`src/rtl/snake_score_tracker_pkg.sv`:
```
// Shared definitions for the snake score tracker.
//   BCD_W     : bits per BCD digit
//   LEVEL_W   : width of the level output
//   LEVEL_MAX : highest reachable level
//   to_bcd()  : turns a decimal constant into packed BCD (digit 0 in [3:0]),
//               used at elaboration time for the saturation value.
package snake_pkg;

    localparam int BCD_W     = 4;
    localparam int LEVEL_W   = 4;
    localparam int LEVEL_MAX = 15;

    function automatic logic [15:0] to_bcd(input int value);
        int          v;
        logic [15:0] r;
        v = value;
        r = '0;
        for (int i = 0; i < 4; i++) begin
            r[i*4 +: 4] = 4'(v % 10);
            v           = v / 10;
        end
        return r;
    endfunction

endpackage

```
`src/rtl/snake_score_tracker_if.sv`:
```
// Signal bundle between the game logic and the score tracker.
//   Game-side events : REACHED_TARGET (level), GAME_OVER, NEW_GAME, CLEAR_HIGH (pulses)
//   Tracker results  : CURRENT_SCORE, HIGH_SCORE (packed BCD), SCORE_MAX,
//                      LEVEL, LEVEL_UP, STROBE_COUNTER, DIGIT_OUT
// The event inputs are plain level/pulse signals sampled every clock; there
// is no back-pressure, the tracker consumes each event in the cycle it is seen.
// master : game logic / display side
// slave  : the tracker itself
interface snake_score_tracker_if
    import snake_pkg::*;
#(
    parameter int DIGITS = 2
);
    localparam int SW = (DIGITS > 1) ? $clog2(DIGITS) : 1;

    logic                      REACHED_TARGET;
    logic                      GAME_OVER;
    logic                      NEW_GAME;
    logic                      CLEAR_HIGH;
    logic [BCD_W*DIGITS-1:0]   CURRENT_SCORE;
    logic [BCD_W*DIGITS-1:0]   HIGH_SCORE;
    logic                      SCORE_MAX;
    logic [LEVEL_W-1:0]        LEVEL;
    logic                      LEVEL_UP;
    logic [SW-1:0]             STROBE_COUNTER;
    logic [BCD_W-1:0]          DIGIT_OUT;

    modport master (
        output REACHED_TARGET, GAME_OVER, NEW_GAME, CLEAR_HIGH,
        input  CURRENT_SCORE, HIGH_SCORE, SCORE_MAX, LEVEL, LEVEL_UP,
               STROBE_COUNTER, DIGIT_OUT
    );

    modport slave (
        input  REACHED_TARGET, GAME_OVER, NEW_GAME, CLEAR_HIGH,
        output CURRENT_SCORE, HIGH_SCORE, SCORE_MAX, LEVEL, LEVEL_UP,
               STROBE_COUNTER, DIGIT_OUT
    );

endinterface

```
`src/rtl/snake_score_tracker_bcd_digit_counter.sv`:
```
// One decade of the BCD score counter.
//   CLK, RESET : clock, synchronous active-high reset
//   CLR        : synchronous clear (new game)
//   INC        : an increment of the whole score is happening this cycle
//   CARRY_IN   : all lower digits are wrapping (tie to 1 for digit 0)
//   DIGIT      : registered digit value, always 0..9
//   CARRY_OUT  : this digit wraps 9 -> 0 this cycle (combinational)
module bcd_digit_counter
    import snake_pkg::*;
(
    input  logic             CLK,
    input  logic             RESET,
    input  logic             CLR,
    input  logic             INC,
    input  logic             CARRY_IN,
    output logic [BCD_W-1:0] DIGIT,
    output logic             CARRY_OUT
);

    logic [BCD_W-1:0] r_digit;
    logic             w_en;
    logic             w_is_nine;

    assign w_en      = INC & CARRY_IN;
    assign w_is_nine = (r_digit == 4'd9);
    assign CARRY_OUT = w_en & w_is_nine;
    assign DIGIT     = r_digit;

    always_ff @(posedge CLK) begin
        if (RESET || CLR) begin
            r_digit <= '0;
        end else if (w_en) begin
            r_digit <= w_is_nine ? 4'd0 : r_digit + 4'd1;
        end
    end

endmodule

```
`src/rtl/snake_score_tracker.sv`:
```
// Snake game score tracker.
//   CLK, RESET : clock, synchronous active-high reset (clears high score too)
//   bus        : slave side of snake_score_tracker_if
// Counts rising edges of REACHED_TARGET into a saturating BCD score, pulses
// LEVEL_UP every LEVEL_STEP accepted points, keeps a high score across games
// and scans the score digits out one at a time for a seven-segment driver.
// Event priority inside a cycle: RESET > NEW_GAME > GAME_OVER > target hit.
module snake_score_tracker
    import snake_pkg::*;
#(
    parameter int DIGITS     = 2,
    parameter int MAX_SCORE  = 99,
    parameter int LEVEL_STEP = 5,
    parameter int STROBE_DIV = 16
) (
    input  logic                  CLK,
    input  logic                  RESET,
    snake_score_tracker_if.slave  bus
);

    localparam int SCORE_W = BCD_W * DIGITS;
    localparam int SW      = (DIGITS > 1) ? $clog2(DIGITS) : 1;
    localparam int STEP_W  = $clog2(LEVEL_STEP + 1);

    localparam logic [15:0]        MAX_BCD_FULL = to_bcd(MAX_SCORE);
    localparam logic [SCORE_W-1:0] MAX_BCD      = MAX_BCD_FULL[SCORE_W-1:0];

    logic                  r_rt_q;
    logic                  r_freeze;
    logic [STEP_W-1:0]     r_step;
    logic [LEVEL_W-1:0]    r_level;
    logic                  r_level_up;
    logic [SCORE_W-1:0]    r_high;
    logic [STROBE_DIV-1:0] r_presc;
    logic [SW-1:0]         r_strobe;

    logic                  w_hit;
    logic                  w_at_max;
    logic                  w_inc;
    logic [SCORE_W-1:0]    w_score;
    logic [DIGITS:0]       w_carry;
    logic                  w_carry_unused;
    logic [BCD_W-1:0]      w_digit;

    assign w_hit    = bus.REACHED_TARGET & ~r_rt_q;
    assign w_at_max = (w_score == MAX_BCD);

    // A hit only counts when nothing of higher priority claims the cycle.
    assign w_inc = w_hit & ~r_freeze & ~w_at_max & ~bus.NEW_GAME & ~bus.GAME_OVER;

    // Digit 0 always sees a carry-in; higher digits ripple from below.
    assign w_carry[0] = 1'b1;

    genvar g;
    for (g = 0; g < DIGITS; g++) begin : g_digit
        bcd_digit_counter u_digit (
            .CLK       (CLK),
            .RESET     (RESET),
            .CLR       (bus.NEW_GAME),
            .INC       (w_inc),
            .CARRY_IN  (w_carry[g]),
            .DIGIT     (w_score[g*BCD_W +: BCD_W]),
            .CARRY_OUT (w_carry[g+1])
        );
    end

    // Saturation below 10^DIGITS means the top carry can never fire.
    assign w_carry_unused = w_carry[DIGITS];

    // Edge register, freeze flag and level bookkeeping.
    always_ff @(posedge CLK) begin
        if (RESET) begin
            r_rt_q     <= 1'b0;
            r_freeze   <= 1'b0;
            r_step     <= '0;
            r_level    <= '0;
            r_level_up <= 1'b0;
        end else begin
            r_rt_q     <= bus.REACHED_TARGET;
            r_level_up <= 1'b0;
            if (bus.NEW_GAME) begin
                r_freeze <= 1'b0;
                r_step   <= '0;
                r_level  <= '0;
            end else if (bus.GAME_OVER) begin
                r_freeze <= 1'b1;
            end else if (w_inc) begin
                if (r_step == STEP_W'(LEVEL_STEP - 1)) begin
                    r_step     <= '0;
                    r_level_up <= 1'b1;
                    if (r_level != LEVEL_W'(LEVEL_MAX)) begin
                        r_level <= r_level + 1'b1;
                    end
                end else begin
                    r_step <= r_step + 1'b1;
                end
            end
        end
    end

    // High score: CLEAR_HIGH beats a simultaneous GAME_OVER update. The BCD
    // vectors compare correctly as plain unsigned numbers.
    always_ff @(posedge CLK) begin
        if (RESET || bus.CLEAR_HIGH) begin
            r_high <= '0;
        end else if (!bus.NEW_GAME && bus.GAME_OVER && (w_score > r_high)) begin
            r_high <= w_score;
        end
    end

    // Free-running prescaler; the digit select advances when it wraps.
    always_ff @(posedge CLK) begin
        if (RESET) begin
            r_presc  <= '0;
            r_strobe <= '0;
        end else begin
            r_presc <= r_presc + STROBE_DIV'(1);
            if (&r_presc) begin
                if (r_strobe == SW'(DIGITS - 1)) begin
                    r_strobe <= '0;
                end else begin
                    r_strobe <= r_strobe + 1'b1;
                end
            end
        end
    end

    always_comb begin
        w_digit = '0;
        for (int i = 0; i < DIGITS; i++) begin
            if (r_strobe == SW'(i)) begin
                w_digit = w_score[i*BCD_W +: BCD_W];
            end
        end
    end

    assign bus.CURRENT_SCORE  = w_score;
    assign bus.HIGH_SCORE     = r_high;
    assign bus.SCORE_MAX      = w_at_max;
    assign bus.LEVEL          = r_level;
    assign bus.LEVEL_UP       = r_level_up;
    assign bus.STROBE_COUNTER = r_strobe;
    assign bus.DIGIT_OUT      = w_digit;

endmodule

```
`src/flat_wrapper.sv`:
```
// flat-port wrapper written by rule: the top's interface ports become plain ports
module snake_score_tracker_flat import snake_pkg::*;
#(
    parameter int DIGITS     = 2,
    parameter int MAX_SCORE  = 99,
    parameter int LEVEL_STEP = 5,
    parameter int STROBE_DIV = 16
)
  (CLK, RESET, bus_REACHED_TARGET, bus_GAME_OVER, bus_NEW_GAME, bus_CLEAR_HIGH, bus_CURRENT_SCORE, bus_HIGH_SCORE, bus_SCORE_MAX, bus_LEVEL, bus_LEVEL_UP, bus_STROBE_COUNTER, bus_DIGIT_OUT);
  snake_score_tracker_if #(.DIGITS(DIGITS)) bus_i ();
  input  logic CLK;
  input  logic RESET;
  input wire logic [$bits(bus_i.REACHED_TARGET)-1:0] bus_REACHED_TARGET;
  input wire logic [$bits(bus_i.GAME_OVER)-1:0] bus_GAME_OVER;
  input wire logic [$bits(bus_i.NEW_GAME)-1:0] bus_NEW_GAME;
  input wire logic [$bits(bus_i.CLEAR_HIGH)-1:0] bus_CLEAR_HIGH;
  output wire logic [$bits(bus_i.CURRENT_SCORE)-1:0] bus_CURRENT_SCORE;
  output wire logic [$bits(bus_i.HIGH_SCORE)-1:0] bus_HIGH_SCORE;
  output wire logic [$bits(bus_i.SCORE_MAX)-1:0] bus_SCORE_MAX;
  output wire logic [$bits(bus_i.LEVEL)-1:0] bus_LEVEL;
  output wire logic [$bits(bus_i.LEVEL_UP)-1:0] bus_LEVEL_UP;
  output wire logic [$bits(bus_i.STROBE_COUNTER)-1:0] bus_STROBE_COUNTER;
  output wire logic [$bits(bus_i.DIGIT_OUT)-1:0] bus_DIGIT_OUT;
  assign bus_i.REACHED_TARGET = bus_REACHED_TARGET;
  assign bus_i.GAME_OVER = bus_GAME_OVER;
  assign bus_i.NEW_GAME = bus_NEW_GAME;
  assign bus_i.CLEAR_HIGH = bus_CLEAR_HIGH;
  assign bus_CURRENT_SCORE = bus_i.CURRENT_SCORE;
  assign bus_HIGH_SCORE = bus_i.HIGH_SCORE;
  assign bus_SCORE_MAX = bus_i.SCORE_MAX;
  assign bus_LEVEL = bus_i.LEVEL;
  assign bus_LEVEL_UP = bus_i.LEVEL_UP;
  assign bus_STROBE_COUNTER = bus_i.STROBE_COUNTER;
  assign bus_DIGIT_OUT = bus_i.DIGIT_OUT;
  snake_score_tracker #(.DIGITS(DIGITS), .MAX_SCORE(MAX_SCORE), .LEVEL_STEP(LEVEL_STEP), .STROBE_DIV(STROBE_DIV)) u_core (.CLK(CLK), .RESET(RESET), .bus(bus_i));
endmodule
```
`config.mk`:
```
export PLATFORM = sky130hd
export DESIGN_NAME = snake_score_tracker_flat
export DESIGN_NICKNAME = d
export VERILOG_FILES = /design/src/rtl/snake_score_tracker_pkg.sv /design/src/rtl/snake_score_tracker_if.sv /design/src/rtl/snake_score_tracker_bcd_digit_counter.sv /design/src/rtl/snake_score_tracker.sv /design/src/flat_wrapper.sv
export SDC_FILE = /design/constraint.sdc
export NUM_CORES = 1
export LEC_CHECK = 0
export BUFFER_PORTS_ARGS = -buffer_cell sky130_fd_sc_hd__buf_2
export CAP_MARGIN = 20
export CORE_MARGIN = 5
export CORE_UTILIZATION = 30
export DETAILED_ROUTE_END_ITERATION = 12
export GPL_TIMING_DRIVEN = 0
export SYNTH_ARGS = -nofsm -noshare
export SYNTH_HDL_FRONTEND = slang
export SYNTH_SLANG_ARGS = --single-unit
```
`constraint.sdc`:
```
create_clock -name CLK -period 2.7 [get_ports CLK]
set_input_delay 0.135 -clock CLK [delete_from_list [all_inputs] [get_ports CLK]]
set_output_delay 0.135 -clock CLK [all_outputs]
set_load 0.02 [all_outputs]
```
==> summary.txt, run 1 <==
Floorplanning
  – Die height: roughly 94 um
  – Area of the core: around 6800 um2
  – I/O pins: 33
  – Die outline area: ~9000 um2
  – Row cnt: 30
  – Initial core utilization: 0.309
  – Chip width: between 90 and 100 um

Clocking
  – Post-CTS sizing: 0
  – CTS tree: built
  – Max Buffers Root-to-Sink: 2
  – Register clock-pin slew on the reported worst setup and hold paths: about 0.090 ns
  – Clock root buffer: clkbuf_8
  – Buffer count from post-CTS setup fixing: 0
  – Clock latency at the later pin of the worst-skew pair: ~0.30 ns
  – Number of buffers created by CTS: 5
  – CTS Hold Buffers Added: 0
  – Total number of clock tree sinks: 43
  – Maximum level of the CTS H-tree: 2

Detailed routing
  – Wirelength, routed: roughly 4.6 mm
  – 1st-pass router iterations: 4
  – Average wire per standard cell: approximately 12 um
  – Number of DRC violations after detailed routing: 0
  – Drt via density: between 4 and 5
  – First DRT Iteration DRCs: between 60 and 70
  – Via count: roughly 1,800
  – Number of nets with antenna violations after detailed routing: 0

Worst setup path
  – Startpoint of the lowest-slack register-to-register path: u_core.g_digit[0].u_digit.DIGIT[0]
  – Crit start category: register
  – Crit path from: u_core.g_digit[0].u_digit.DIGIT[0]
  – Critical path data arrival time: around 2.3 ns
  – Required time worst endpoint: ~2.9 ns
  – Critical path fanouts, max: 8
  – Worst setup EP type: register
  – Category of the critical setup timing path: reg -> reg
  – Worst reg2reg setup slack: 0.60 ns

Synthesis
  – Number of storage elements in the synthesis netlist: 43
  – Number of synthesized flops with an enable pin: 0
  – Number of warnings reported in the yosys synthesis log: 0
  – Top flip-flop cell by instance count after synthesis: dfxtp_1
  – Post-synth design cell area: roughly 2100 um2
  – Count of distinct cell types in the synthesized netlist: 41
  – Post-Syn Instances: 245
  – Async SR Flop Fraction: 0
  – Total nets after synthesis: ~260
  – Avg Inst Size Synth: ~8.6 um2
  – Proportion of synthesized chip area in sequential cells: 0.411

Timing
  – Sum of negative setup slack: 0 ns
  – Worst hold slack: about 0.095 ns
  – Tightest Pin Transition: 0.655 ns
  – Maximum achievable frequency: between 400 and 500 MHz
  – Final worst-path cycle share: 0.779
  – Relative slew margins: 0.563
  – Tmin final: approximately 2.1 ns
  – Worst Setup Slack, final: slightly below 0.6 ns
  – RSZ-0062 raised after global routing: no
  – Final Setup Violations: 0
  – Count of endpoints failing hold in the final timing report: 0
  – Worst-case clock skew: approximately 0.017 ns
  – Final number of max-transition violations: 0

Global route
  – Wire length of the first global-routing pass: 7.87 mm
  – Aggregate global-route resource usage: 0.112
  – Via count of the first global-routing pass: around 1,600
  – Overall overflow remaining after global route: 0
  – Maximum number of pins on one net before global-route repair: 13
  – Number of antenna violations at the first check in global routing: 0

Power and ir drop
  – Lkg Pwr: slightly below 1 nW
  – Power density of the placed cells: 459 nW/um2
  – Largest voltage drop on the vdd net: approximately 0.00025 V

Placed design
  – Worst setup slack after placement: between 0.5 and 0.6 ns
  – Routability Congestion: a little under 0.8
  – Total half-perimeter wirelength after legalization and detailed placement: 3.46 mm
  – Count of input and output buffers: 32

Status
  – Outcome: complete, no violations

Finish
  – Diodes inserted: 0
  – Relative area change from synthesis to final layout: 18.1%
  – Final #Nets: ~300
  – Ratio of cells with drive above 1 in the final layout: 0.175

Min path
  – Startpoint of the lowest-slack hold path: bus_REACHED_TARGET
  – Class of the most critical hold timing path: in -> reg

Run
  – Number of max-capacitance violations reported: 0
## cells by family after synthesis
logic type / after synthesis / synth area share
muxes: 4 / 0.0209
xor gates and xnor gates: 17 / 0.0710
adders and majority gates: 12 / 0.0716
and+or+nand+nor: 100 / 0.254
AOI/OAI and AO/OA: 47 / 0.132
DFF: 43 / 0.411
buffers and inverters: 22 / 0.0400
## routing by layer
metal / share of wire / GRT usage
met4: 0.012 / 0.0397
met3: 0.041 / 0.0290
met5: 0 / 0
met2: 0.46 / 0.180
met1: 0.49 / 0.144
## cells in the final DEF (no fill, tap or decap), types with 3 or more instances in the layout
cell type | synthesis | routed
xor2_1 | 12 | 12
dfxtp_1 | 43 | 43
mux2_2 | 3 | 3
nand4_1 | 6 | 6
a21boi_0 | 5 | 5
buf_2 | 1 | 33
and3_1 | 5 | 5
a21boi_1 | 3 | 3
a21oi_1 | 15 | 15
nand3_1 | 18 | 18
clkbuf_8 | 0 | 7
or3_1 | 7 | 7
clkbuf_1 | 5 | 6
o21ai_0 | 17 | 17
ha_1 | 12 | 12
nor2_1 | 23 | 23
nand2_1 | 20 | 20
nor2b_1 | 3 | 3
xnor2_1 | 5 | 5
inv_1 | 14 | 14
## final timing paths
| check | cells past startpoint | endpoint |
|---|---|---|
| worst max-delay path | 9 | u_core.bus.HIGH_SCORE[3] |
| worst min register to register | 2 | u_core.r_step[1] |
| worst max register to register | 9 | u_core.bus.HIGH_SCORE[3] |
| worst min-delay path | 2 | u_core.r_rt_q |
## Yosys cell counts, types with 2 or more instances
cell,instances,share of area
nor2_1,23,0.041
and3_1,5,0.015
inv_1,14,0.025
or2_2,2,0.0060
a21oi_1,15,0.036
o21ai_0,17,0.041
a31oi_1,2,0.0060
nand4_1,6,0.018
nand3_1,18,0.043
buf_1,2,0.0036
ha_1,12,0.072
and4_1,2,0.0084
clkbuf_1,5,0.0090
xnor2_1,5,0.021
xor2_1,12,0.050
nor3_1,2,0.0048
or3_1,7,0.021
mux2_2,3,0.016
nand3_2,2,0.0095
nor2b_1,3,0.0090
dfxtp_1,43,0.41
a21boi_1,3,0.011
a21boi_0,5,0.018
nand2_1,20,0.036
## flip-flops by register name, indices dropped and copies added (netlist names)
register and flops:
u_core.r_rt_q 1, u_core.bus.LEVEL_UP 1, u_core.g_digit.u_digit.DIGIT 8, u_core.r_step 3, u_core.r_presc 16, u_core.bus.STROBE_COUNTER 1, u_core.r_freeze 1, u_core.bus.HIGH_SCORE 8
u_core.bus.LEVEL 4
## metrics by stage
step	cell area, um2	utilization	instances	power [W]
after global routing	2480	0.365	381	0.00118
after floorplan	2100	-	245	0.000685
after CTS	2480	0.365	381	0.00115
after detailed placement	2380	0.350	373	0.000700
after global placement	2380	0.350	373	0.000699
final	2480	0.365	381	0.00114
## power breakdown
part	leakage (nW)	switching (W)	internal (W)	total, W
Sequential	0.347	0.00000537	0.000639	0.000645
Combinational	0.574	0.0000244	0.0000153	0.0000398
Clock	0.0515	0.000220	0.000234	0.000454
Total	0.973	0.000250	0.000889	0.00114
## critical path, cell delays in order (launching register included)
cell      delay (ns)
dfxtp_1         0.32
clkbuf_1        0.29
inv_1           0.12
ha_1            0.29
nand2_1         0.04
or3_1           0.33
and4b_1         0.19
clkbuf_1        0.19
nand3_1         0.12
a21boi_0        0.10
## area by class of cell
type,instances,area [um2]
fillers,713,4320
clock buffers,8,100
plain buffers,8,31.3
multi-input cells,180,1150
flip-flops and latches,43,861
repair buffers,32,160
inverters,14,52.6
well taps,96,120
Note: power is estimated with default switching activity, not from simulation.
==> run 2: changes to the inputs <==
ABC_AREA = 1   (was unset)
clock period = 2.17 ns   (was 2.7 ns; I/O delays follow)
==> summary.txt, run 2 <==
Worst setup path
  – Cells along the critical path: ha_1, a21oi_1, nor2_1, nor2_1, nand2_2, nand2_1, buf_2, nand2_1, nand2_1, nor2_1
  – Worst setup EP type: register
  – Category of the critical setup timing path: reg -> reg
  – Sum of buffers and inverters on the critical path: 1
  – Critical path data arrival time: 2.05 ns
  – R2R cell count: 10
  – Number of logic stages on the critical path including buffering: 10
  – Crit path from: u_core.g_digit[1].u_digit.DIGIT[1]
  – Startpoint of the lowest-slack register-to-register path: u_core.g_digit[1].u_digit.DIGIT[1]
  – Critical path fanouts, max: 10
  – Cell with the biggest individual delay on the critical path: dfxtp_1
  – Capturing element of the worst setup path: u_core.bus.HIGH_SCORE[6]
  – CP peak stage delay: 0.50 ns
  – Crit start category: register
  – Cell class contributing the biggest share of worst-path delay: simple AND/OR/NAND/NOR gates
  – Worst reg2reg setup slack: between 0.3 and 0.4 ns
  – Required time worst endpoint: 2.38 ns
  – Worst reg2reg path endpoint: u_core.bus.HIGH_SCORE[6]

Floorplanning
  – Die outline area: just over 9000 um2
  – Chip width: between 90 and 100 um
  – I/O pins: 33
  – Row cnt: 31
  – Die height: roughly 96 um
  – Area of the core: a little over 7000 um2
  – Initial core utilization: 0.305

Finish
  – Combined area of the multi-input logic cells: ~1200 um2
  – Largest register by flop count: u_core.r_presc
  – Seq. cell area: 861 um2
  – Fillcell total: 805
  – Most frequent standard cell in the layout excluding fill and tap cells: nand2_1
  – Max reg flops: 16
  – Diodes inserted: 0
  – Commonest cells after routing, fill and taps aside: nand2_1, dfxtp_1, nor2_1
  – Relative area change from synthesis to final layout: 17.1%
  – Ratio of cells with drive above 1 in the final layout: 0.172
  – Final #Nets: ~370

Global route
  – Aggregate global-route resource usage: 0.113
  – Global routing met3 resource utilization: 0.0339
  – Most Crowded Layer GR: met2
  – Via count of the first global-routing pass: around 1,800
  – Maximum number of pins on one net before global-route repair: 16
  – Wire length of the first global-routing pass: 8.14 mm
  – Overall overflow remaining after global route: 0
  – GR Layer Usage met2: 0.191
  – Number of antenna violations at the first check in global routing: 0
  – Met1 usage in global routing: 0.136

Synthesis
  – Most common cell in the netlist: nand2_1
  – Async SR Flop Fraction: 0
  – Proportion of synthesized chip area in sequential cells: 0.391
  – Number of synthesized flops with an enable pin: 0
  – Avg Inst Size Synth: 7.12 um2
  – Total nets after synthesis: 327
  – Count of distinct cell types in the synthesized netlist: 28
  – Top flip-flop cell by instance count after synthesis: dfxtp_1
  – Post-synth design cell area: 2200 um2
  – Post-Syn Instances: approximately 310
  – Leading post-synthesis cells by cell area: dfxtp_1, nand2_1, nor2_1
  – Most numerous cell types in the synthesized netlist: nand2_1, dfxtp_1, nor2_1
  – Number of storage elements in the synthesis netlist: 43
  – Area fraction of the dominant cell type after synthesis: 0.391
  – Number of warnings reported in the yosys synthesis log: 0
  – Library cell with the largest summed area after synthesis: dfxtp_1

Timing
  – Worst-case clock skew: roughly 0.012 ns
  – Maximum achievable frequency: roughly 540 MHz
  – Final number of max-transition violations: 0
  – Final worst-path cycle share: 0.846
  – Relative slew margins: 0.626
  – Tmin final: 1.84 ns
  – Worst Setup Slack, final: approximately 0.33 ns
  – Sum of negative setup slack: 0 ns
  – Worst hold slack: roughly 0.023 ns
  – Count of endpoints failing hold in the final timing report: 0
  – Tightest Pin Transition: approximately 0.56 ns
  – Final Setup Violations: 0
  – RSZ-0062 raised after global routing: no

Detailed routing
  – Average wire per standard cell: around 11 um
  – Via count: ~2,000
  – Wirelength, routed: between 4 and 5 mm
  – Drt via density: approximately 4.4
  – First DRT Iteration DRCs: roughly 100
  – 1st-pass router iterations: 4
  – Number of nets with antenna violations after detailed routing: 0
  – Number of DRC violations after detailed routing: 0

Clocking
  – Maximum level of the CTS H-tree: 2
  – Clock latency at the later pin of the worst-skew pair: 0.31 ns
  – Max Buffers Root-to-Sink: 2
  – Total number of clock tree sinks: 43
  – Post-CTS sizing: 0
  – Clock root buffer: clkbuf_8
  – Register clock-pin slew on the reported worst setup and hold paths: ~0.09 ns
  – Number of buffers created by CTS: 5
  – CTS tree: built
  – Buffer count from post-CTS setup fixing: 0
  – CTS Hold Buffers Added: 0

Placed design
  – Worst setup slack after placement: between 0.3 and 0.4 ns
  – Count of input and output buffers: 32
  – Total half-perimeter wirelength after legalization and detailed placement: about 3.6 mm
  – Routability Congestion: approximately 0.78

Power and ir drop
  – Total power draw: 0.00142 W
  – Lkg Pwr: roughly 1.1 nW
  – Largest voltage drop on the vdd net: 0.000331 V
  – Power density of the placed cells: 550 nW/um2

Status
  – Outcome: complete, no violations

Min path
  – Class of the most critical hold timing path: in -> reg

Run
  – Number of max-capacitance violations reported: 0
[run 2: changes by cell type after synthesis, moves of 4 or more]
cell and delta:
and3_1 -5, or3_1 -7, inv_1 +25, nand2_1 +45, nor2_1 +18, nand2_2 +5, xnor2_1 -4, a21oi_1 +14
xor2_1 -8, a21boi_0 -5
[run 2: how the worst min path moves through the flow]
stage	start	to	slack, ns	depth (start not counted)
2_1_floorplan	bus_REACHED_TARGET	u_core.r_rt_q	0.22	2
3_3_place_gp	bus_REACHED_TARGET	u_core.r_rt_q	0.34	3
3_5_place_dp	bus_REACHED_TARGET	u_core.r_rt_q	0.35	3
4_1_cts	bus_REACHED_TARGET	u_core.r_rt_q	0.007	3
5_1_grt	bus_REACHED_TARGET	u_core.r_rt_q	0.0007	3
6_report	bus_REACHED_TARGET	u_core.r_rt_q	0.02	3
[run 2: per-stage QoR]
stage	instances	utilization	area (um2)
4_1_cts	448	0.357	2580
6_report	448	0.357	2580
2_1_floorplan	309	-	2200
3_3_place_gp	440	0.344	2480
3_5_place_dp	440	0.344	2480
5_1_grt	448	0.357	2580
[run 2: layout make-up]
class,instances,share of cell area
Inverter,42,0.0612
Multi-Input combinational cell,220,0.452
Clock inverter,3,0.00923
Clock buffer,5,0.0267
Timing Repair Buffer,32,0.0622
Tap cell,99,0.0481
Buffer,4,0.00631
Sequential cell,43,0.334
[run 2: worst reg2reg max path, cell delays in order, from the launching register on]
cell and delay [ns]:
dfxtp_1 0.50, ha_1 0.31, a21oi_1 0.15, nor2_1 0.05, nor2_1 0.12, nand2_2 0.11
nand2_1 0.11, buf_2 0.22, nand2_1 0.07, nand2_1 0.06, nor2_1 0.04
[run 2: cells by family (layout without fill, tap and decap cells)]
kind of cell             count (synthesis)  after routing  share of synthesized area
buffers and inverters                   46             86                     0.0791
adder cells (fa/ha/maj)                 12             12                     0.0683
AO/OA/AOI/OAI                           55             55                      0.134
XOR/XNOR                                 5              5                     0.0199
AND/OR/NAND/NOR                        148            148                      0.308
flip-flops                              43             43                      0.391
[run 2: routing by layer]
metal / share of wire / vias to the layer above
met5: 0 / -
met4: 0.014 / 0
met3: 0.042 / 6
met2: 0.48 / 23
met1: 0.46 / 874
li1: - / 1066
[run 2: power by group]
group	internal (W)	switching, W	total [W]
sequential	0.000797	0.00000532	0.000803
clock	0.000230	0.000308	0.000539
combinational	0.0000237	0.0000509	0.0000746
total	0.00105	0.000365	0.00142
